--- config.mk ---
export PLATFORM = sky130hd
export DESIGN_NAME = pc_next_unit_flat
export DESIGN_NICKNAME = d
export VERILOG_FILES = /design/src/rtl/pc_next_unit_pkg.sv /design/src/rtl/pc_next_unit_if.sv /design/src/rtl/pc_next_unit_branch_lut.sv /design/src/rtl/pc_next_unit.sv /design/src/flat_wrapper.sv
export SDC_FILE = /design/constraint.sdc
export NUM_CORES = 1
export LEC_CHECK = 0
export CORE_MARGIN = 3
export CORE_UTILIZATION = 60
export DETAILED_ROUTE_END_ITERATION = 8
export PLACE_DENSITY = 0.81
export SYNTH_ARGS = -nofsm -noshare
export SYNTH_HDL_FRONTEND = slang
export SYNTH_SLANG_ARGS = --single-unit
--- constraint.sdc ---
create_clock -name clk -period 2.9 [get_ports clk]
set_input_delay 0.58 -clock clk [delete_from_list [all_inputs] [get_ports clk]]
set_output_delay 0.58 -clock clk [all_outputs]
set_load 0.01 [all_outputs]
--- src/rtl/pc_next_unit_pkg.sv ---
// Shared types for the next-PC stage: ALU opcode encoding and PC sequencer states.
package cpu_pkg;

    typedef enum logic [2:0] {
        OP_XOR     = 3'd0,
        OP_SHIFT   = 3'd1,
        OP_MEM     = 3'd2,
        OP_BNEQ    = 3'd3,
        OP_HALFSET = 3'd4,
        OP_AND     = 3'd5,
        OP_BLT     = 3'd6,
        OP_NOP     = 3'd7
    } alu_op_e;

    typedef enum logic [1:0] {
        IDLE = 2'd0,
        RUN  = 2'd1,
        HALT = 2'd2
    } pc_state_e;

    function automatic logic branch_taken(alu_op_e cmd, logic notequal, logic lessthan);
        return ((cmd == OP_BNEQ) && notequal) || ((cmd == OP_BLT) && lessthan);
    endfunction

endpackage

--- src/rtl/pc_next_unit_if.sv ---
// Control/branch/LUT-write bundle between decoder/bench and the next-PC stage.
// PC_PERF_CNT_EN adds the cyc_cnt/br_cnt performance counter outputs.
interface pc_next_unit_if #(
    parameter int PC_W   = 10,
    parameter int LUT_AW = 4
);
    import cpu_pkg::*;

    logic              start;
    logic              stall;
    alu_op_e           alu_cmd;
    logic              notequal;
    logic              lessthan;
    logic [LUT_AW-1:0] br_idx;
    logic              halt_req;
    logic              lut_we;
    logic [LUT_AW-1:0] lut_waddr;
    logic [PC_W-1:0]   lut_wdata;
    logic [PC_W-1:0]   pc;
    logic              running;
    logic              done;
    logic              br_taken;
`ifdef PC_PERF_CNT_EN
    logic [15:0]       cyc_cnt;
    logic [15:0]       br_cnt;
`endif

    modport master (
        output start, stall, alu_cmd, notequal, lessthan, br_idx, halt_req,
               lut_we, lut_waddr, lut_wdata,
`ifdef PC_PERF_CNT_EN
        input  cyc_cnt, br_cnt,
`endif
        input  pc, running, done, br_taken
    );

    modport slave (
        input  start, stall, alu_cmd, notequal, lessthan, br_idx, halt_req,
               lut_we, lut_waddr, lut_wdata,
`ifdef PC_PERF_CNT_EN
        output cyc_cnt, br_cnt,
`endif
        output pc, running, done, br_taken
    );

endinterface

--- src/rtl/pc_next_unit_branch_lut.sv ---
// Branch-target register file: async read, sync write, async clear.
module pc_branch_lut #(
    parameter int PC_W   = 10,
    parameter int LUT_AW = 4
) (
    input  logic              clk,
    input  logic              rst_n,
    input  logic              we,
    input  logic [LUT_AW-1:0] waddr,
    input  logic [PC_W-1:0]   wdata,
    input  logic [LUT_AW-1:0] raddr,
    output logic [PC_W-1:0]   rdata
);
    localparam int unsigned DEPTH = 1 << LUT_AW;

    logic [PC_W-1:0] mem [DEPTH];

    always_ff @(posedge clk or negedge rst_n) begin
        if (!rst_n) begin
            for (int unsigned i = 0; i < DEPTH; i++) mem[i] <= '0;
        end else if (we) begin
            mem[waddr] <= wdata;
        end
    end

    // Combinational read sees the pre-edge contents, giving read-before-write.
    assign rdata = mem[raddr];

endmodule

--- src/rtl/pc_next_unit.sv ---
// Next-PC stage: PC register, IDLE/RUN/HALT sequencer, branch redirect via target LUT.
// PC_PERF_CNT_EN adds saturating RUN-cycle and taken-branch counters.
module pc_next_unit
    import cpu_pkg::*;
#(
    parameter int PC_W   = 10,
    parameter int LUT_AW = 4
) (
    input logic             clk,
    input logic             rst_n,
    pc_next_unit_if.slave   bus
);
    localparam logic [PC_W-1:0] PC_MAX = '1;

    pc_state_e       state_q, state_d;
    logic [PC_W-1:0] pc_q, pc_d;
    logic            br_taken_q, br_taken_d;
    logic            enter_run;
    logic            take_fire;
    logic [PC_W-1:0] lut_rdata;

    pc_branch_lut #(
        .PC_W   (PC_W),
        .LUT_AW (LUT_AW)
    ) u_lut (
        .clk   (clk),
        .rst_n (rst_n),
        .we    (bus.lut_we),
        .waddr (bus.lut_waddr),
        .wdata (bus.lut_wdata),
        .raddr (bus.br_idx),
        .rdata (lut_rdata)
    );

    always_ff @(posedge clk or negedge rst_n) begin
        if (!rst_n) begin
            state_q    <= IDLE;
            pc_q       <= '0;
            br_taken_q <= 1'b0;
        end else begin
            state_q    <= state_d;
            pc_q       <= pc_d;
            br_taken_q <= br_taken_d;
        end
    end

    always_comb begin
        state_d    = state_q;
        pc_d       = pc_q;
        br_taken_d = 1'b0;
        enter_run  = 1'b0;
        take_fire  = 1'b0;
        unique case (state_q)
            IDLE, HALT: begin
                if (bus.start) begin
                    state_d   = RUN;
                    pc_d      = '0;
                    enter_run = 1'b1;
                end
            end
            RUN: begin
                if (bus.stall) begin
                    pc_d = pc_q;
                end else if (bus.halt_req) begin
                    state_d = HALT;
                end else if (branch_taken(bus.alu_cmd, bus.notequal, bus.lessthan)) begin
                    pc_d       = lut_rdata;
                    br_taken_d = 1'b1;
                    take_fire  = 1'b1;
                end else if (pc_q == PC_MAX) begin
                    state_d = HALT;
                end else begin
                    pc_d = pc_q + PC_W'(1);
                end
            end
            default: begin
                state_d = IDLE;
                pc_d    = '0;
            end
        endcase
    end

    assign bus.pc       = pc_q;
    assign bus.running  = (state_q == RUN);
    assign bus.done     = (state_q == HALT);
    assign bus.br_taken = br_taken_q;

`ifdef PC_PERF_CNT_EN
    logic [15:0] cyc_cnt_q, br_cnt_q;

    always_ff @(posedge clk or negedge rst_n) begin
        if (!rst_n) begin
            cyc_cnt_q <= '0;
            br_cnt_q  <= '0;
        end else if (enter_run) begin
            cyc_cnt_q <= '0;
            br_cnt_q  <= '0;
        end else begin
            if (state_q == RUN && cyc_cnt_q != '1) cyc_cnt_q <= cyc_cnt_q + 16'd1;
            if (take_fire && br_cnt_q != '1)       br_cnt_q  <= br_cnt_q + 16'd1;
        end
    end

    assign bus.cyc_cnt = cyc_cnt_q;
    assign bus.br_cnt  = br_cnt_q;
`endif

endmodule

--- src/flat_wrapper.sv ---
// flat-port wrapper written by rule: the top's interface ports become plain ports
module pc_next_unit_flat import cpu_pkg::*;
#(
    parameter int PC_W   = 10,
    parameter int LUT_AW = 4
)
  (clk, rst_n, bus_start, bus_stall, bus_alu_cmd, bus_notequal, bus_lessthan, bus_br_idx, bus_halt_req, bus_lut_we, bus_lut_waddr, bus_lut_wdata, bus_pc, bus_running, bus_done, bus_br_taken);
  pc_next_unit_if #(.PC_W(PC_W), .LUT_AW(LUT_AW)) bus_i ();
  input logic clk;
  input logic rst_n;
  input wire logic [$bits(bus_i.start)-1:0] bus_start;
  input wire logic [$bits(bus_i.stall)-1:0] bus_stall;
  input wire logic [$bits(bus_i.alu_cmd)-1:0] bus_alu_cmd;
  input wire logic [$bits(bus_i.notequal)-1:0] bus_notequal;
  input wire logic [$bits(bus_i.lessthan)-1:0] bus_lessthan;
  input wire logic [$bits(bus_i.br_idx)-1:0] bus_br_idx;
  input wire logic [$bits(bus_i.halt_req)-1:0] bus_halt_req;
  input wire logic [$bits(bus_i.lut_we)-1:0] bus_lut_we;
  input wire logic [$bits(bus_i.lut_waddr)-1:0] bus_lut_waddr;
  input wire logic [$bits(bus_i.lut_wdata)-1:0] bus_lut_wdata;
  output wire logic [$bits(bus_i.pc)-1:0] bus_pc;
  output wire logic [$bits(bus_i.running)-1:0] bus_running;
  output wire logic [$bits(bus_i.done)-1:0] bus_done;
  output wire logic [$bits(bus_i.br_taken)-1:0] bus_br_taken;
  assign bus_i.start = bus_start;
  assign bus_i.stall = bus_stall;
  assign bus_i.alu_cmd = bus_alu_cmd;
  assign bus_i.notequal = bus_notequal;
  assign bus_i.lessthan = bus_lessthan;
  assign bus_i.br_idx = bus_br_idx;
  assign bus_i.halt_req = bus_halt_req;
  assign bus_i.lut_we = bus_lut_we;
  assign bus_i.lut_waddr = bus_lut_waddr;
  assign bus_i.lut_wdata = bus_lut_wdata;
  assign bus_pc = bus_i.pc;
  assign bus_running = bus_i.running;
  assign bus_done = bus_i.done;
  assign bus_br_taken = bus_i.br_taken;
  pc_next_unit #(.PC_W(PC_W), .LUT_AW(LUT_AW)) u_core (.clk(clk), .rst_n(rst_n), .bus(bus_i));
endmodule
==> metrics.log <==
INFO  metric status = completed
INFO  metric dpl_cell_area = 8810 um2
INFO  metric worst_pin_slew = 652 ps
INFO  metric drt_first_iter_violations = 529
INFO  metric critical_path.reg2reg.startpoint = u_core.bus.pc[0]
INFO  metric timing.final.hold_violations = 0
INFO  metric fin_crit_sh = 82.4%
INFO  metric synth_top_cell_area_share = 53.3%
INFO  metric detailed_route_drc_error_count = 0
INFO  metric timing.setup.tns = 0 ps
INFO  metric crit_path_start_kind = register
INFO  metric synth_cell_type_count = 46
INFO  metric multiInputGateArea = 3590 um2
INFO  metric netlist.top_cell.by_area = dfrtp_1
INFO  metric wire_length_after_detailed_routing = 19,100 um
INFO  metric post_synth_most_frequent_cells = 173 x dfrtp_1, 162 x mux2_2, 31 x mux4_2
INFO  metric post_drt_wl_per_cell = 24.0 um
INFO  metric post_synthesis_net_count = 584
INFO  metric die_area = 15,000 um2
INFO  metric drive_above_1_share = 42.9%
INFO  metric gp_congestion = 0.848
INFO  metric critPathCaptureType = register
INFO  metric ant_nets = 0
INFO  metric numCtsBuffers = 17
INFO  metric cts_max_path_buffers = 2
INFO  metric clock_tree_from_tritoncts = done
INFO  metric vias = 5,133
INFO  metric synth_async_sr_flop_share = 100%
INFO  metric cts.hold.buffers_added = 0
INFO  metric clkSinkCount = 173
INFO  metric postCtsSetupRepairBufs = 0
INFO  metric synth_seq_cells = 173
INFO  metric number_of_filler_cells_placed_in_the_layout = 826
INFO  metric layout.area.seq = 4330 um2
INFO  metric cts_htree_levels = 4
INFO  metric final-setup-viol-count = 0
INFO  metric syn-mean-instance-area = 14.7 um2
INFO  metric globalRouteTotalUtil = 27.2%
INFO  metric io_pins = 42
INFO  metric via_per_inst = 6.46
INFO  metric critical_path_required = 3220 ps
INFO  metric portBuffers = 41
INFO  metric core_utilization_of_the_finished_layout = 73.3%
INFO  metric die_height = 122 um
INFO  metric crit-reg2reg-capture = u_core.bus.pc[3]
INFO  metric synth_cells = 554
INFO  metric rsz0062_at_grt = no
INFO  metric period_minus_slack = 2390 ps
INFO  metric cts-root-buf = clkbuf_16
INFO  metric die_x = 122 um
INFO  metric min_path_type = input pin to asynchronous set/reset pin
INFO  metric hold_ws = 157 ps
INFO  metric startpoint = u_core.bus.pc[0]
INFO  metric synth.cell_area = 8120 um2
INFO  metric ys_seq_area_share = 53.3%
INFO  metric max-cap-violations = 0
INFO  metric finish.net_count = 640
INFO  metric max_freq = 418 MHz
INFO  metric cts_resized = 0
INFO  metric num_rows = 41
INFO  metric p_leak = 0.00403 uW
INFO  metric clock_insertion_delay_worst_skew = 420 ps
INFO  metric dr.pass1.iters = 5
INFO  metric core-area = 12,900 um2
INFO  metric antenna_cells_inserted = 0
INFO  metric layout.cell_area.non_filler = 9480 um2
INFO  metric worst_ir_drop_vdd = 0.000417 V
INFO  metric synth_area_leaders = dfrtp_1 53%, mux2_2 22%, mux4_2 8.6%
INFO  metric post-dp-hpwl = 11,900 um
INFO  metric synth_edf_count = 0
INFO  metric critical_path_arrival = 2710 ps
INFO  metric grt_max_degree = 71
INFO  metric r2r_slack = 510 ps
INFO  metric grt_pass1_wl = 29,900 um
INFO  metric synth.most_common_cell = dfrtp_1
INFO  metric total_grt_overflow = 0
INFO  metric setup.worst_path.class = register to register
INFO  metric ys_warn_count = 0
INFO  metric timing.clock.skew = 7.85 ps
INFO  metric cts.clk_slew.worst_paths = 70 ps
INFO  metric number_of_antenna_violations_at_the_first_check_in_global_routing = 0
INFO  metric maxSlewViolCount = 0
INFO  metric synth-main-ff-cell = dfrtp_1
INFO  metric initial_utilization = 62.8%
INFO  metric slew-limit-headroom = 56.5%
INFO  metric reg2reg_depth = 6
INFO  metric worst_setup_ep = u_core.bus.pc[3]
INFO  metric layout-area-overhead-vs-synth = 16.7%
INFO  metric power_density = 747 nW/um2
INFO  metric grt_pass1_vias = 5,391
INFO  metric worst-path-max-fanout = 10
where the power goes:
group,switching (uW),internal [uW],total (uW)
clock network,953,1580,2540
registers,312,2960,3270
logic,498,781,1280
total,1760,5320,7090
metrics by stage:
| stage | total power, uW | worst slack, ps | cells |
|---|---|---|---|
| after detailed placement | 4560 | 345 | 763 |
| after global routing | 7360 | 338 | 795 |
| after floorplan | 4120 | 992 | 554 |
| final | 7090 | 510 | 795 |
| after global placement | 4450 | 366 | 763 |
| after CTS | 7110 | 513 | 795 |
worst min-delay path by stage:
stage	to	start	cells after the start	slack, ps
global placement	u_core.u_lut.mem[132]	u_core.u_lut.mem[132]	1	470
detailed placement	u_core.u_lut.mem[148]	u_core.u_lut.mem[148]	1	490
CTS	u_core.u_lut.mem[6]	rst_n	1	170
global route	u_core.u_lut.mem[116]	rst_n	1	200
finish	u_core.u_lut.mem[116]	rst_n	1	160
floorplan	u_core.bus.br_taken	rst_n	0	280
critical path, stage by stage, from the launching register on:
cell and delay, ps:
dfrtp_1 440, ha_1 240, nand3_1 180, nor3_2 540, a311o_1 510, o21ai_0 220
o311ai_1 140
state kept, by name, summed over array words and instances (netlist names):
register and cells:
u_core.state_q 2, u_core.u_lut.mem 160, u_core.bus.pc 10, u_core.bus.br_taken 1
final cells by class:
| cell class | count | share of cell area, % |
|---|---|---|
| tap | 172 | 2.27 |
| timing repair buffer | 70 | 7.06 |
| clock buffer | 20 | 4.82 |
| multi-input combinational | 346 | 37.9 |
| sequential | 173 | 45.7 |
| inverter | 2 | 0.0792 |
| clock inverter | 12 | 2.20 |
cells by family (layout without fill, tap and decap cells):
logic type,Yosys count,count (layout),synth area share (%)
buffers and inverters,35,104,2.46
AO/OA/AOI/OAI,44,44,3.82
adder cells (fa/ha/maj),1,1,0.154
flip-flops,173,173,53.3
AND/OR/NAND/NOR,92,92,6.18
multiplexers,209,209,34.1
cells in the final DEF (no fill, tap or decap), drive strengths merged, types with 2 or more instances in the layout:
cell / synthesis / routed
a211oi: 3 / 3
a21oi: 3 / 3
a221o: 2 / 2
a22oi: 4 / 4
a31oi: 4 / 4
and3: 2 / 2
buf: 22 / 32
bufinv: 0 / 5
clkbuf: 11 / 20
clkdlybuf4s50: 0 / 38
clkinv: 0 / 3
clkinvlp: 0 / 2
dfrtp: 173 / 173
inv: 2 / 4
mux2: 165 / 165
mux2i: 8 / 8
mux4: 36 / 36
nand2: 17 / 17
nand2b: 9 / 9
nand3: 14 / 14
nand3b: 2 / 2
nand4: 2 / 2
nand4b: 2 / 2
nor2: 23 / 23
nor2b: 8 / 8
nor3: 4 / 4
nor3b: 3 / 3
o211ai: 6 / 6
o21ai: 10 / 10
o311ai: 4 / 4
or3: 3 / 3
per-layer routing:
layer  up-vias  track usage, %  part of all wire (%)
met5         -               0                     0
met4         0            10.0                   2.3
met3        37            6.27                   6.3
met2       206            42.8                    49
met1      2691            37.5                    43
li1       2199               -                     -
Note: power is estimated with default switching activity, not from simulation.
